## src/rtl/icache_pkg.sv

```systemverilog
// Shared types and constants for the instruction cache: word type,
// address view and frame layout for the default 16-frame geometry.
package icache_pkg;
  localparam int WORD_W = 32;
  localparam int IIDX_W = 4;
  localparam int ITAG_W = WORD_W - IIDX_W - 2;

  typedef logic [WORD_W-1:0] word_t;

  typedef struct packed {
    logic [ITAG_W-1:0] tag;
    logic [IIDX_W-1:0] idx;
    logic [1:0]        bytoff;
  } icachef_t;

  typedef struct packed {
    logic              valid;
    logic [ITAG_W-1:0] tag;
    word_t             data;
  } icache_frame_t;
endpackage

```

## src/rtl/icache_if.sv

```systemverilog
// Datapath fetch port and memory-controller fill port of the icache.
// slave: the cache itself; master: whatever drives requests and memory.
interface icache_if;
  import icache_pkg::*;

  logic  imemREN;
  word_t imemaddr;
  logic  ihit;
  word_t imemload;
  logic  iREN;
  word_t iaddr;
  logic  iwait;
  word_t iload;

  modport slave (
    input  imemREN, imemaddr, iwait, iload,
    output ihit, imemload, iREN, iaddr
  );

  modport master (
    output imemREN, imemaddr, iwait, iload,
    input  ihit, imemload, iREN, iaddr
  );
endinterface

```

## src/rtl/icache.sv

```systemverilog
// Direct-mapped, read-only, one-word-per-block instruction cache.
// Hits are answered combinationally in IDLE; a miss latches the word
// address and holds a single-word read until memory drops iwait.
module icache
  import icache_pkg::*;
#(
  parameter int FRAMES = 16
) (
  input logic     CLK,
  input logic     nRST,
  icache_if.slave bus
);
  localparam int IW = $clog2(FRAMES);
  localparam int TW = 30 - IW;

  typedef enum logic {IDLE, FETCH} icache_state_t;

  icache_state_t     state;
  logic [FRAMES-1:0] valid;
  logic [TW-1:0]     tags [FRAMES];
  word_t             data [FRAMES];
  logic [29:0]       miss_addr;
  logic              iren_r;
  word_t             iaddr_r;

  logic [IW-1:0] req_idx;
  logic [TW-1:0] req_tag;
  logic [IW-1:0] miss_idx;
  logic [TW-1:0] miss_tag;
  logic          hit;
  logic          fill;
  logic          unused_bytoff;

  assign req_idx  = bus.imemaddr[IW+1:2];
  assign req_tag  = bus.imemaddr[31:IW+2];
  assign miss_idx = miss_addr[IW-1:0];
  assign miss_tag = miss_addr[29:IW];
  assign unused_bytoff = ^bus.imemaddr[1:0];

  assign hit  = bus.imemREN && (state == IDLE) && valid[req_idx] &&
                (tags[req_idx] == req_tag);
  assign fill = (state == FETCH) && !bus.iwait;

  assign bus.ihit     = hit;
  assign bus.imemload = hit ? data[req_idx] : '0;
  assign bus.iREN     = iren_r;
  assign bus.iaddr    = iaddr_r;

  // Control FSM: valid bits, miss latch and registered fill request.
  always_ff @(posedge CLK) begin
    if (!nRST) begin
      state     <= IDLE;
      valid     <= '0;
      miss_addr <= '0;
      iren_r    <= 1'b0;
      iaddr_r   <= '0;
    end else begin
      case (state)
        IDLE: begin
          if (bus.imemREN && !hit) begin
            state     <= FETCH;
            miss_addr <= bus.imemaddr[31:2];
            iren_r    <= 1'b1;
            iaddr_r   <= {bus.imemaddr[31:2], 2'b00};
          end
        end
        FETCH: begin
          if (!bus.iwait) begin
            state           <= IDLE;
            valid[miss_idx] <= 1'b1;
            iren_r          <= 1'b0;
            iaddr_r         <= '0;
          end
        end
        default: state <= IDLE;
      endcase
    end
  end

  // Frame storage: tag and data are only meaningful under valid, so no reset.
  always_ff @(posedge CLK) begin
    if (fill) begin
      data[miss_idx] <= bus.iload;
      tags[miss_idx] <= miss_tag;
    end
  end
endmodule
```

## src/flat_wrapper.sv

```systemverilog
// flat-port wrapper written by rule: the top's interface ports become plain ports
module icache_flat import icache_pkg::*;
#(
  parameter int FRAMES = 16
)
  (CLK, nRST, bus_imemREN, bus_imemaddr, bus_iwait, bus_iload, bus_ihit, bus_imemload, bus_iREN, bus_iaddr);
  icache_if bus_i ();
  input logic CLK;
  input logic nRST;
  input wire logic [$bits(bus_i.imemREN)-1:0] bus_imemREN;
  input wire logic [$bits(bus_i.imemaddr)-1:0] bus_imemaddr;
  input wire logic [$bits(bus_i.iwait)-1:0] bus_iwait;
  input wire logic [$bits(bus_i.iload)-1:0] bus_iload;
  output wire logic [$bits(bus_i.ihit)-1:0] bus_ihit;
  output wire logic [$bits(bus_i.imemload)-1:0] bus_imemload;
  output wire logic [$bits(bus_i.iREN)-1:0] bus_iREN;
  output wire logic [$bits(bus_i.iaddr)-1:0] bus_iaddr;
  assign bus_i.imemREN = bus_imemREN;
  assign bus_i.imemaddr = bus_imemaddr;
  assign bus_i.iwait = bus_iwait;
  assign bus_i.iload = bus_iload;
  assign bus_ihit = bus_i.ihit;
  assign bus_imemload = bus_i.imemload;
  assign bus_iREN = bus_i.iREN;
  assign bus_iaddr = bus_i.iaddr;
  icache #(.FRAMES(FRAMES)) u_core (.CLK(CLK), .nRST(nRST), .bus(bus_i));
endmodule
```

## config.mk

```make
export PLATFORM = sky130hd
export DESIGN_NAME = icache_flat
export DESIGN_NICKNAME = d
export VERILOG_FILES = /design/src/rtl/icache_pkg.sv /design/src/rtl/icache_if.sv /design/src/rtl/icache.sv /design/src/flat_wrapper.sv
export SDC_FILE = /design/constraint.sdc
export NUM_CORES = 1
export LEC_CHECK = 0
export ABC_AREA = 1
export ABC_CLOCK_PERIOD_IN_PS = 4800
export CAP_MARGIN = 20
export CELL_PAD_IN_SITES_DETAIL_PLACEMENT = 1
export CELL_PAD_IN_SITES_GLOBAL_PLACEMENT = 1
export CORE_AREA = 2 2 303 305
export DETAILED_ROUTE_END_ITERATION = 12
export DIE_AREA = 0 0 305 307
export PLACE_DENSITY_LB_ADDON = 0.12
export SETUP_SLACK_MARGIN = 0.05
export SLEW_MARGIN = 20
export SYNTH_ARGS = -nofsm -noshare
export SYNTH_HDL_FRONTEND = slang
export SYNTH_SLANG_ARGS = --single-unit
```

## constraint.sdc

```tcl
create_clock -name CLK -period 4.8 [get_ports CLK]
set_input_delay 0.48 -clock CLK [delete_from_list [all_inputs] [get_ports CLK]]
set_output_delay 0.48 -clock CLK [all_outputs]
set_load 0.02 [all_outputs]
```

==> results of run 1 <==
-- cell type report --
class                           instances  area (sq um)  share of cell area [%]
Clock buffer                          143          2880                    6.16
Antenna cell                            2          5.00                  0.0107
Timing Repair Buffer                  206          2230                    4.78
Tap cell                             1186          1480                    3.18
Inverter                              173           671                    1.44
Sequential cell                      1006         29400                    63.0
Clock inverter                         56           574                    1.23
Multi-Input combinational cell       1967          9440                    20.2
-- per-layer routing --
metal / wire [um] / GRT usage, % / vias to the layer above
li1: - / - / 12285
met1: 52100 / 33.6 / 14281
met2: 62400 / 46.1 / 651
met3: 4980 / 3.29 / 194
met4: 3120 / 7.67 / 4
met5: 26 / 0 / -
-- cells by family after synthesis --
family / Yosys count / share of synthesized area [%]
other: 1 / 0.00927
AOI/OAI and AO/OA: 589 / 9.04
DFF: 1006 / 72.8
and+or+nand+nor: 1376 / 14.0
buffers and inverters: 399 / 4.22
-- power groups by stage --
| stage | sequential, W | combinational, W | clock (W) |
|---|---|---|---|
| 2_1_floorplan | 0.00989 | 0.000652 | 0 |
| 6_report | 0.00972 | 0.00116 | 0.00816 |
| 4_1_cts | 0.00972 | 0.00116 | 0.00829 |
| 5_1_grt | 0.00973 | 0.00126 | 0.00862 |
| 3_5_place_dp | 0.00991 | 0.00115 | 0 |
| 3_3_place_gp | 0.00990 | 0.00111 | 0 |
-- layout by cell type, fill, tap and decap left out, drive strengths merged --
| master | instances |
|---|---|
| a211oi | 1 |
| a21oi | 305 |
| a221oi | 104 |
| a311o | 24 |
| a31oi | 1 |
| and3 | 1 |
| buf | 81 |
| bufinv | 10 |
| clkbuf | 143 |
| clkdlybuf4s50 | 125 |
| clkinv | 38 |
| clkinvlp | 9 |
| conb | 2 |
| dfxtp | 78 |
| diode | 2 |
| edfxtp | 928 |
| inv | 172 |
| nand2 | 842 |
| nand3 | 308 |
| nand3b | 5 |
| nand4 | 5 |
| nor2 | 175 |
| nor3 | 36 |
| nor4 | 1 |
| o2111ai | 1 |
| o211ai | 33 |
| o21a | 10 |
| o21ai | 78 |
| o31ai | 30 |
| o32ai | 2 |
| or2 | 3 |
-- sequential cells by signal, indices dropped and copies added (netlist names) --
register and count:
u_core.bus.iREN 1, u_core.bus.iaddr 30, u_core.data 512, u_core.miss_addr 30, u_core.state 1, u_core.tags 416, u_core.valid 16
-- worst max-delay path, cell delays in order --
cell and delay, ps:
buf_8 200, inv_8 230, buf_4 370, nand2_1 90, nand2_1 90, nand2_1 60, nand3_1 110, nand3_1 170
nand3_1 180, nand4_1 140, nor4_1 410, nand2_2 130, buf_4 310, nor3_1 300, clkdlybuf4s50_1 670
-- per-stage QoR --
stage	util [%]	cell area, sq um	setup slack, ps	hold WS [ps]	power (W)
2_1_floorplan	-	40400	864	435	0.0105
3_3_place_gp	47.7	43300	436	441	0.0110
3_5_place_dp	47.7	43300	263	448	0.0111
4_1_cts	51.5	46700	211	250	0.0192
5_1_grt	51.5	46700	57.3	303	0.0196
6_report	51.5	46700	229	307	0.0190
-- how the worst min path moves through the flow --
stage,start,endpoint,slack [ps],depth (start not counted)
global route,bus_imemaddr[3],u_core.miss_addr[1],300,3
finish,bus_imemaddr[3],u_core.miss_addr[1],310,3
detailed placement,u_core.valid[6],u_core.valid[6],450,1
CTS,bus_imemaddr[3],u_core.miss_addr[1],250,3
global placement,u_core.valid[1],u_core.valid[1],440,1
floorplan,u_core.valid[15],u_core.valid[15],430,2
==> impl_metrics.env, run 1 <==
export IMPL_syn_area_sq_um=40400
export IMPL_clk_path_buf_depth=3
export IMPL_dr_pass1_iters=5
export IMPL_cp_startpoint="bus_imemaddr[2]"
export IMPL_synth_top_area_share_pct=68.9
export IMPL_power_switching_w=0.00431
export IMPL_vias_per_cell=5.78
export IMPL_synth_seq_area_share_pct=72.8
export IMPL_finalCriticalPeriod_ps=4570
export IMPL_finClkSkew_ps=30.2
export IMPL_endpoint="bus_imemload[22]"
export IMPL_drtIter0Drc=2140
export IMPL_ys_flop_type="edfxtp_1"
export IMPL_yosys_warnings=0
export IMPL_grt_pass1_wl_mm=182
export IMPL_core_area_sq_um=90700
export IMPL_tns_ps=0
export IMPL_cap_viol_max_count=0
export IMPL_synthToLayoutAreaGrowth_pct=15.5
export IMPL_ios=134
export IMPL_period_share_pct=95.2
export IMPL_wl_per_cell_um=25.9
export IMPL_cp_arrival_ps=4090
export IMPL_fmax_mhz=219
export IMPL_cts_buffers=106
export IMPL_num_rows=111
export IMPL_slew_headroom_pct=31.2
export IMPL_hold_class="input port to flip-flop"
export IMPL_holdBufCountCts=0
export IMPL_grt_ovfl_total=0
export IMPL_async_flop_share_pct=0
export IMPL_synth_edf_count=928
export IMPL_gp_congestion=0.807
export IMPL_clk_pin_slew_ps=60
export IMPL_ys_ff_latch=1006
export IMPL_yosysMostFrequentCell="edfxtp_1"
export IMPL_final_cells=4739
export IMPL_die_h_um=307
export IMPL_clock_sinks=1006
export IMPL_dp_hpwl_mm=65.6
export IMPL_post_cts_resize_count=0
export IMPL_antenna_found_initial=7
export IMPL_path_class="input port to output port"
export IMPL_r2r_start="u_core.state"
export IMPL_syn_inst=3371
export IMPL_via_count=27415
export IMPL_p_sw_share_pct=22.6
export IMPL_cts_max_level=3
export IMPL_setup_violations=0
export IMPL_n_fill_cell=9249
export IMPL_grt_max_degree=119
export IMPL_leakagePower_nw=16.5
export IMPL_worst_path_max_fanout=54
export IMPL_final_nets=3528
export IMPL_timing_rr_end="u_core.tags[7][12]"
export IMPL_rrSetupSlack_ps=1570
export IMPL_drc=0
export IMPL_port_buffers=129
export IMPL_dp_cells=4538
export IMPL_cts_setup_buffers=0
export IMPL_ys_types=34
export IMPL_p_int_w=0.0147
export IMPL_endpoint_kind="output port"
export IMPL_track_usage_pct=26.1
export IMPL_status="complete, no violations"
export IMPL_first_global_vias=28780
export IMPL_pwr_share_clk_pct=42.9
export IMPL_hold_violations=0
export IMPL_synthTopCellsByArea="edfxtp_1 (69%), nand2_1 (7.8%), dfxtp_1 (3.9%), nand3_1 (3.8%), a21oi_1 (3.8%)"
export IMPL_ant_nets=0
export IMPL_clk_latency_ps=690
export IMPL_ir_drop_mv=0.304
export IMPL_rsz0062_at_grt="false"
export IMPL_cts_root_buf="clkbuf_16"
export IMPL_drive_gt1_share_pct=7.29
export IMPL_synth_top_area_cell="edfxtp_1"
export IMPL_syn_area_per_cell_sq_um=12.0
export IMPL_die_area_sq_um=93600
export IMPL_seqPwrFrac_pct=51.1
export IMPL_powerDensity_nw_per_um2=408
export IMPL_power_frac_comb_pct=6.1
export IMPL_start_util_pct=44.6
export IMPL_wirelength_mm=123
export IMPL_required_ps=4320
export IMPL_die_w_um=305
export IMPL_r2r_cells=7
export IMPL_cts_tree="done"
export IMPL_start_kind="input port"
export IMPL_synthTopCellsByCount="edfxtp_1 (928), nand2_1 (841), nand3_1 (308)"
export IMPL_slew_violations=0
export IMPL_worstMarginPinSlew_ps=1030
No activity file was read; power rests on OpenSTA's default activity.
==> run 2, diff against run 1 <==
Settings changed: ABC_CLOCK_PERIOD_IN_PS 4800 to not set, CTS_CLUSTER_DIAMETER set to 40.
==> run 2 against run 1 <==
Final cell count up 1.3%. Critical endpoint unchanged. Worst setup slack better by 23 ps. Sequential share of layout area down 2.0 points. Clock power up 35%. Highest routed layer unchanged. Final area up 3.3%. Via count up 0.88%. Critical path type unchanged. Register-to-register slack worse by 30 ps.
==> impl_metrics.env, run 2 (synthesis gave the netlist of run 1 again) <==
export IMPL_status="complete, no violations"
export IMPL_drive_gt1_share_pct=9.47
export IMPL_worstMarginPinSlew_ps=1040
export IMPL_fmax_mhz=220
export IMPL_hold_class="input port to flip-flop"
export IMPL_post_cts_resize_count=0
export IMPL_cts_root_buf="clkbuf_16"
export IMPL_cap_viol_max_count=0
export IMPL_via_count=27655
export IMPL_start_util_pct=44.6
export IMPL_clk_latency_ps=750
export IMPL_cp_arrival_ps=4070
export IMPL_cts_tree="done"
export IMPL_powerDensity_nw_per_um2=453
export IMPL_ios=134
export IMPL_clk_path_buf_depth=3
export IMPL_grt_use_met1_pct=33.2
export IMPL_final_nets=3564
export IMPL_grt_use_met3_pct=4.21
export IMPL_rsz0062_at_grt="false"
export IMPL_cts_buffers=142
export IMPL_slew_violations=0
export IMPL_wirelength_mm=124
export IMPL_dr_pass1_iters=5
export IMPL_die_w_um=305
export IMPL_wl_per_cell_um=25.8
export IMPL_track_usage_pct=26.4
export IMPL_gp_congestion=0.807
export IMPL_die_area_sq_um=93600
export IMPL_setup_violations=0
export IMPL_required_ps=4320
export IMPL_final_common_cell="edfxtp_1"
export IMPL_port_buffers=129
export IMPL_dp_hpwl_mm=65.6
export IMPL_grt_ovfl_total=0
export IMPL_largest_registers="u_core.data x512, u_core.tags x416"
export IMPL_holdBufCountCts=0
export IMPL_ir_drop_mv=0.374
export IMPL_hold_violations=0
export IMPL_whs_ps=231
export IMPL_final_cell_mix="edfxtp_1 (928), nand2_1 (840), nand3_1 (308)"
export IMPL_largest_reg_flops=512
export IMPL_slew_headroom_pct=30.4
export IMPL_period_share_pct=94.7
export IMPL_met2_usage_pct=45.6
export IMPL_finClkSkew_ps=27.5
export IMPL_num_rows=111
export IMPL_top_usage_layer="met2"
export IMPL_dp_cells=4538
export IMPL_ant_nets=0
export IMPL_grt_max_degree=119
export IMPL_path_class="input port to output port"
export IMPL_endpoint_kind="output port"
export IMPL_tns_ps=0
export IMPL_vias_per_cell=5.76
export IMPL_drtIter0Drc=2167
export IMPL_clk_pin_slew_ps=50
export IMPL_grt_pass1_wl_mm=184
export IMPL_worst_path_max_fanout=54
export IMPL_top_register="u_core.data"
export IMPL_drc=0
export IMPL_finalCriticalPeriod_ps=4550
export IMPL_start_kind="input port"
export IMPL_core_area_sq_um=90700
export IMPL_die_h_um=307
export IMPL_cts_setup_buffers=0
export IMPL_first_global_vias=29421
export IMPL_synthToLayoutAreaGrowth_pct=19.3
export IMPL_cts_max_level=4
export IMPL_antenna_found_initial=5
export IMPL_leakagePower_nw=17.2
export IMPL_final_cells=4800
export IMPL_clock_sinks=1006
## run 2: cell count changes in the layout (fill, tap and decap cells not counted), moves of 2 or more
| cell | change |
|---|---|
| bufinv_16 | +14 |
| clkbuf_1 | -20 |
| inv_6 | +16 |
| clkinv_8 | +2 |
| clkbuf_16 | +36 |
| clkinvlp_4 | +2 |
| clkinv_4 | +10 |
## run 2: metal layers
metal / vias up / wire length (um)
met1: 14245 / 51600
met3: 257 / 5820
li1: 12389 / -
met2: 760 / 61900
met5: - / 26
met4: 4 / 4390
## run 2: worst paths after layout
kind | from | cells after the start | slack, ps | endpoint
worst max register to register | u_core.state | 7 | 1540 | u_core.tags[7][9]
worst max-delay path | bus_imemaddr[2] | 15 | 250 | bus_imemload[22]
worst min register to register | u_core.valid[9] | 1 | 460 | u_core.valid[9]
worst min-delay path | bus_imemaddr[3] | 3 | 230 | u_core.miss_addr[1]
## run 2: final cells by class
| type | instances | area (sq um) |
|---|---|---|
| Tap cell | 1186 | 1480 |
| Clock buffer | 160 | 3710 |
| Fill cell | 9126 | 42400 |
| Multi-Input combinational cell | 1967 | 9440 |
| Clock inverter | 101 | 1300 |
| Inverter | 173 | 671 |
| Sequential cell | 1006 | 29400 |
| Antenna cell | 1 | 2.50 |
| Timing Repair Buffer | 206 | 2230 |
## run 2: power breakdown
group | internal (W) | total [W] | leakage (nW) | switching (W)
logic | 0.000348 | 0.00116 | 5.81 | 0.000811
registers | 0.00965 | 0.00973 | 8.99 | 0.0000811
clock network | 0.00693 | 0.0110 | 2.42 | 0.00403
## run 2: per-stage QoR
step                      utilization [%]  total power, W  cell area (sq um)  setup slack, ps
final                                53.2          0.0218              48300              252
after global placement               47.7          0.0110              43300              436
after CTS                            53.2          0.0220              48300              235
after detailed placement             47.7          0.0111              43300              263
after floorplan                         -          0.0105              40400              864
after global routing                 53.2          0.0224              48300              111
## run 2: critical path, stage by stage
cell and delay, ps:
buf_8 190, inv_8 230, buf_4 380, nand2_1 90, nand2_1 70, nand2_1 50, nand3_1 90, nand3_1 200
nand3_1 230, nand4_1 140, nor4_1 400, nand2_2 130, buf_4 310, nor3_1 280, clkdlybuf4s50_1 660
